### config.mk
export PLATFORM = sky130hd
export DESIGN_NAME = color_normalizer
export DESIGN_NICKNAME = d
export VERILOG_FILES = /design/src/rtl/color_normalizer.sv
export SDC_FILE = /design/constraint.sdc
export NUM_CORES = 1
export LEC_CHECK = 0
export BUFFER_PORTS_ARGS = -buffer_cell sky130_fd_sc_hd__buf_2
export CAP_MARGIN = 20
export CORE_ASPECT_RATIO = 1.1
export CORE_MARGIN = 8
export CORE_UTILIZATION = 45
export CTS_BUF_LIST = sky130_fd_sc_hd__clkbuf_16
export DETAILED_ROUTE_END_ITERATION = 7
export SLEW_MARGIN = 20
export SYNTH_ARGS = -nofsm -noshare
export SYNTH_HDL_FRONTEND = slang
export SYNTH_SLANG_ARGS = --single-unit
### constraint.sdc
create_clock -name clk -period 4.45 [get_ports clk]
set_input_delay 0.6675 -clock clk [delete_from_list [all_inputs] [get_ports clk]]
set_output_delay 0.6675 -clock clk [all_outputs]
set_load 0.005 [all_outputs]
### src/rtl/color_normalizer.sv
// Color channel normalizer: min(SCALE, color_raw*SCALE/clear)
// computed by a bit-serial restoring divider behind a level handshake.
module color_normalizer #(
    parameter int unsigned SCALE = 100
) (
    input  logic        clk,
    input  logic        reset_n,
    input  logic        calc_EN,
    input  logic        calc_reset,
    input  logic [15:0] color_raw,
    input  logic [15:0] clear,
    output logic [15:0] color,
    output logic        calc_done,
    output logic        busy
);

    localparam logic [22:0] SCALE_Q = 23'(SCALE);
    localparam logic [15:0] SCALE_C = 16'(SCALE);

    typedef enum logic [1:0] {
        IDLE,
        LOAD,
        DIV,
        DONE
    } state_t;

    state_t      state;
    logic [22:0] num;
    logic [15:0] den;
    logic [16:0] rem;
    logic [22:0] q;
    logic [4:0]  cnt;

    logic [22:0] num_in;
    logic [16:0] rem_sh;
    logic [16:0] rem_sub;
    logic [16:0] rem_next;
    logic [22:0] q_next;
    logic        fits;

    assign num_in = 23'(color_raw) * SCALE_Q;

    // One restoring-division step: shift in the next numerator bit, subtract if it fits.
    always_comb begin
        rem_sh   = 17'({rem, num[cnt]});
        rem_sub  = rem_sh - {1'b0, den};
        fits     = (rem_sh >= {1'b0, den});
        rem_next = fits ? rem_sub : rem_sh;
        q_next   = q;
        if (fits) begin
            q_next[cnt] = 1'b1;
        end
    end

    // Handshake FSM and divider datapath; outputs are registered here.
    always_ff @(posedge clk or negedge reset_n) begin
        if (!reset_n) begin
            state     <= IDLE;
            num       <= '0;
            den       <= '0;
            rem       <= '0;
            q         <= '0;
            cnt       <= '0;
            color     <= '0;
            calc_done <= 1'b0;
            busy      <= 1'b0;
        end else if (calc_reset) begin
            state     <= IDLE;
            calc_done <= 1'b0;
            busy      <= 1'b0;
        end else begin
            unique case (state)
                IDLE: begin
                    if (calc_EN) begin
                        num   <= num_in;
                        den   <= clear;
                        busy  <= 1'b1;
                        state <= LOAD;
                    end
                end
                LOAD: begin
                    if (den == 16'd0) begin
                        color     <= '0;
                        calc_done <= 1'b1;
                        busy      <= 1'b0;
                        state     <= DONE;
                    end else begin
                        rem   <= '0;
                        q     <= '0;
                        cnt   <= 5'd22;
                        state <= DIV;
                    end
                end
                DIV: begin
                    rem <= rem_next;
                    q   <= q_next;
                    if (cnt == 5'd0) begin
                        color     <= (q_next > SCALE_Q) ? SCALE_C
                                                        : q_next[15:0];
                        calc_done <= 1'b1;
                        busy      <= 1'b0;
                        state     <= DONE;
                    end else begin
                        cnt <= cnt - 5'd1;
                    end
                end
                DONE: begin
                    if (!calc_EN) begin
                        calc_done <= 1'b0;
                        state     <= IDLE;
                    end
                end
                default: begin
                    state <= IDLE;
                end
            endcase
        end
    end

endmodule
==> metrics.md <==
| Metric | Value |
|---|---|
| Area leader, netlist | `dfrtp_1` |
| Final Hold Vio Count | `0` |
| Setup slack after layout | `0.467 ns` |
| MaxCap Viol Count | `0` |
| Gate Count Post-Synth | `743` |
| Final global-route overflow total | `0` |
| DRT Pass-1 Iters | `5` |
| Slew @ Worst Pin | `roughly 0.89 ns` |
| CORE AREA | `about 0.015 mm²` |
| Clk_lat worst skew | `about 0.35 ns` |
| Num CTS Buffers | `9` |
| Number of global-route vias before repair | `5,508` |
| CTS HTree Levels | `3` |
| Worst slew margin | `about 40%` |
| Rows | `48` |
| Post-synthesis cell area | `0.00702 mm²` |
| Post-synth EDFFs | `0` |
| IO Pins | `between 50 and 60` |
| Number of synthesized register bits | `101` |
| Post-synth ARST share | `100%` |
| Power per cell area | `slightly below 500 mW/mm²` |
| CP Data Required Time | `4.69 ns` |
| Detailed Route WL | `between 10,000 and 15,000 µm` |
| CP arrival | `approximately 4.2 ns` |
| Part of the cycle the worst path needs | `around nine tenths` |
| Number of port buffers | `between 50 and 60` |
| Proportion of layout cells with a drive suffix above 1 | `between 10% and 20%` |
| Die ar. | `around 0.020 mm²` |
| Synth warnings | `0` |
| Synth area leaders | `dfrtp_1, ha_1, inv_1, mux2_2, fa_1` |
| Placed cells | `roughly 980` |
| Chip Width | `135 µm` |
| Gates resized, CTS repair | `0` |
| Worst clock skew | `0.00563 ns` |
| Global-route wire length before repair | `25,600 µm` |
| Drt initial violations | `approximately 240` |
| Yosys top cell area share | `a little over a third` |
| Reg clk slew, reported paths | `~0.080 ns` |
| Largest net degree at the start of global routing | `71` |
| Gr usage total | `between 10% and 20%` |
| Hold buffer count at cts | `0` |
| Ys flop type | `dfrtp_1` |
| Dpl cell area | `about 0.0075 mm²` |
| VDD IR max | `between 0.15 and 0.2 mV` |
| DP Worst Slack | `0.244 ns` |
| Max-slew violations | `0` |
| Cell leakage power | `approximately 3.9 nW` |
| Nets | `between 900 and 1,000` |
| Fmax achieved | `~250 MHz` |
| Fin util | `50.0%` |
| RSZ-0062 raised after global routing | `false` |
| Area Overhead vs Synth | `10.4%` |
| Kind of critical path | `flop to flop` |
| Hold WS | `0.438 ns` |
| Vias per inst | `approximately 5.4` |
| Fin cells | `between 900 and 1,000` |
| Initial Util | `45.3%` |
| Routed WL per cell | `approximately 15 µm` |
| Post-synth cell types | `66` |
| RD Place Congestion | `between 0.8 and 0.9` |
| Final HPWL DP | `approximately 12,000 µm` |
| Critical Path Source Type | `flop` |
| TritonCTS clock tree | `built` |
| Routed Antenna Nets | `0` |
| Clk buf depth | `2` |
| Most frequent cells after synthesis | `dfrtp_1, inv_1, ha_1, nor2_1, nand2_1` |
| Hold WC Path Type | `primary input to asynchronous set/reset pin` |
| Die height | `~150 µm` |
| Clock Sinks | `~100` |
| Cell area after layout | `0.00775 mm²` |
| Root Buffer | `clkbuf_16` |
| Final Total Pwr | `3.77 mW` |
| Finish-stage setup viols | `0` |
| FILL cells | `between 1,000 and 1,500` |
| Vias | `between 5,000 and 6,000` |
| Syn_nets | `between 800 and 900` |
| Crit end category | `flop` |
| Drc violations | `0` |
| Status | `complete, no violations` |
| Post-CTS setup buffer count | `0` |
| Crit Path Max Fanout | `19` |
| Total negative slack | `0 ns` |
| Antenna cells | `0` |
| Post-layout minimum cycle time | `3.98 ns` |
| Post-synthesis average cell area | `9.44 µm²` |
| Most common cell in the netlist | `dfrtp_1` |
| Register area share after synthesis | `between 30% and 40%` |
| Initial antenna violation count | `0` |
## final cells by class
type | instances | area, µm² | area share (%)
Sequential cell | 101 | 2530 | 32.6
Multi-Input combinational cell | 530 | 4050 | 52.2
Clock inverter | 7 | 62.6 | 0.807
Tap cell | 200 | 250 | 3.23
Inverter | 84 | 315 | 4.07
Clock buffer | 9 | 225 | 2.91
Timing Repair Buffer | 60 | 320 | 4.13
## cell families (layout without fill, tap and decap cells)
kind of cell	Yosys count	count (layout)	share of synthesized area (%)
AO/OA/AOI/OAI	174	174	16.9
XOR/XNOR	23	23	2.87
adder cells (fa/ha/maj)	89	89	17.2
buffers and inverters	112	160	6.28
flip-flops	101	101	36.0
multiplexers	42	42	7.13
AND/OR/NAND/NOR	202	202	13.7
## critical path, stage by stage, from the launching register on
cell      delay (ns)
dfrtp_1         0.65
mux4_2          0.60
a211oi_1        0.25
a211oi_1        0.07
a21oi_1         0.19
ha_1            0.22
nor2b_1         0.06
o31a_1          0.28
o41ai_2         0.34
o31a_1          0.29
o21bai_4        0.19
a211oi_4        0.38
a311oi_1        0.15
a21o_1          0.18
## state kept, by name, indices dropped and copies added, names as in the netlist
name       count
q             23
num           21
color         16
den           16
rem           16
cnt            5
state          2
busy           1
calc_done      1
## per-layer routing
layer	vias up	global-route usage (%)	wire, µm
li1	2692	-	-
met1	2581	18.8	6800
met2	94	27.5	7640
met3	6	2.39	420
met4	0	4.28	112
met5	-	0	0
## layout by cell type, fill, tap and decap left out, types with 23 or more instances in the layout
| cell type | instances |
|---|---|
| inv_1 | 83 |
| mux2_2 | 23 |
| nor2_1 | 64 |
| nand2_1 | 62 |
| buf_2 | 52 |
| dfrtp_1 | 101 |
| a21oi_1 | 28 |
| ha_1 | 77 |
| a31oi_1 | 27 |
| o21ai_1 | 27 |
## power by group
group          switching (mW)  total [mW]  internal [mW]  leakage, nW
clock network           0.375       0.768          0.394        0.145
registers               0.176        1.30           1.12         1.32
logic                   0.969        1.70          0.731         2.42
## final timing paths
check | start | cells past startpoint | slack [ns] | to
worst max-delay path | cnt[0] | 13 | 0.47 | color[5]
worst min-delay path | reset_n | 1 | 0.44 | rem[8]
worst max register to register | cnt[0] | 13 | 0.47 | color[5]
worst min register to register | color[6] | 1 | 0.48 | color[6]
max in group asynchronous | reset_n | 2 | 3.06 | q[11]
min in group clk | color[6] | 1 | 0.48 | color[6]
(Power assumes the default switching activity.)
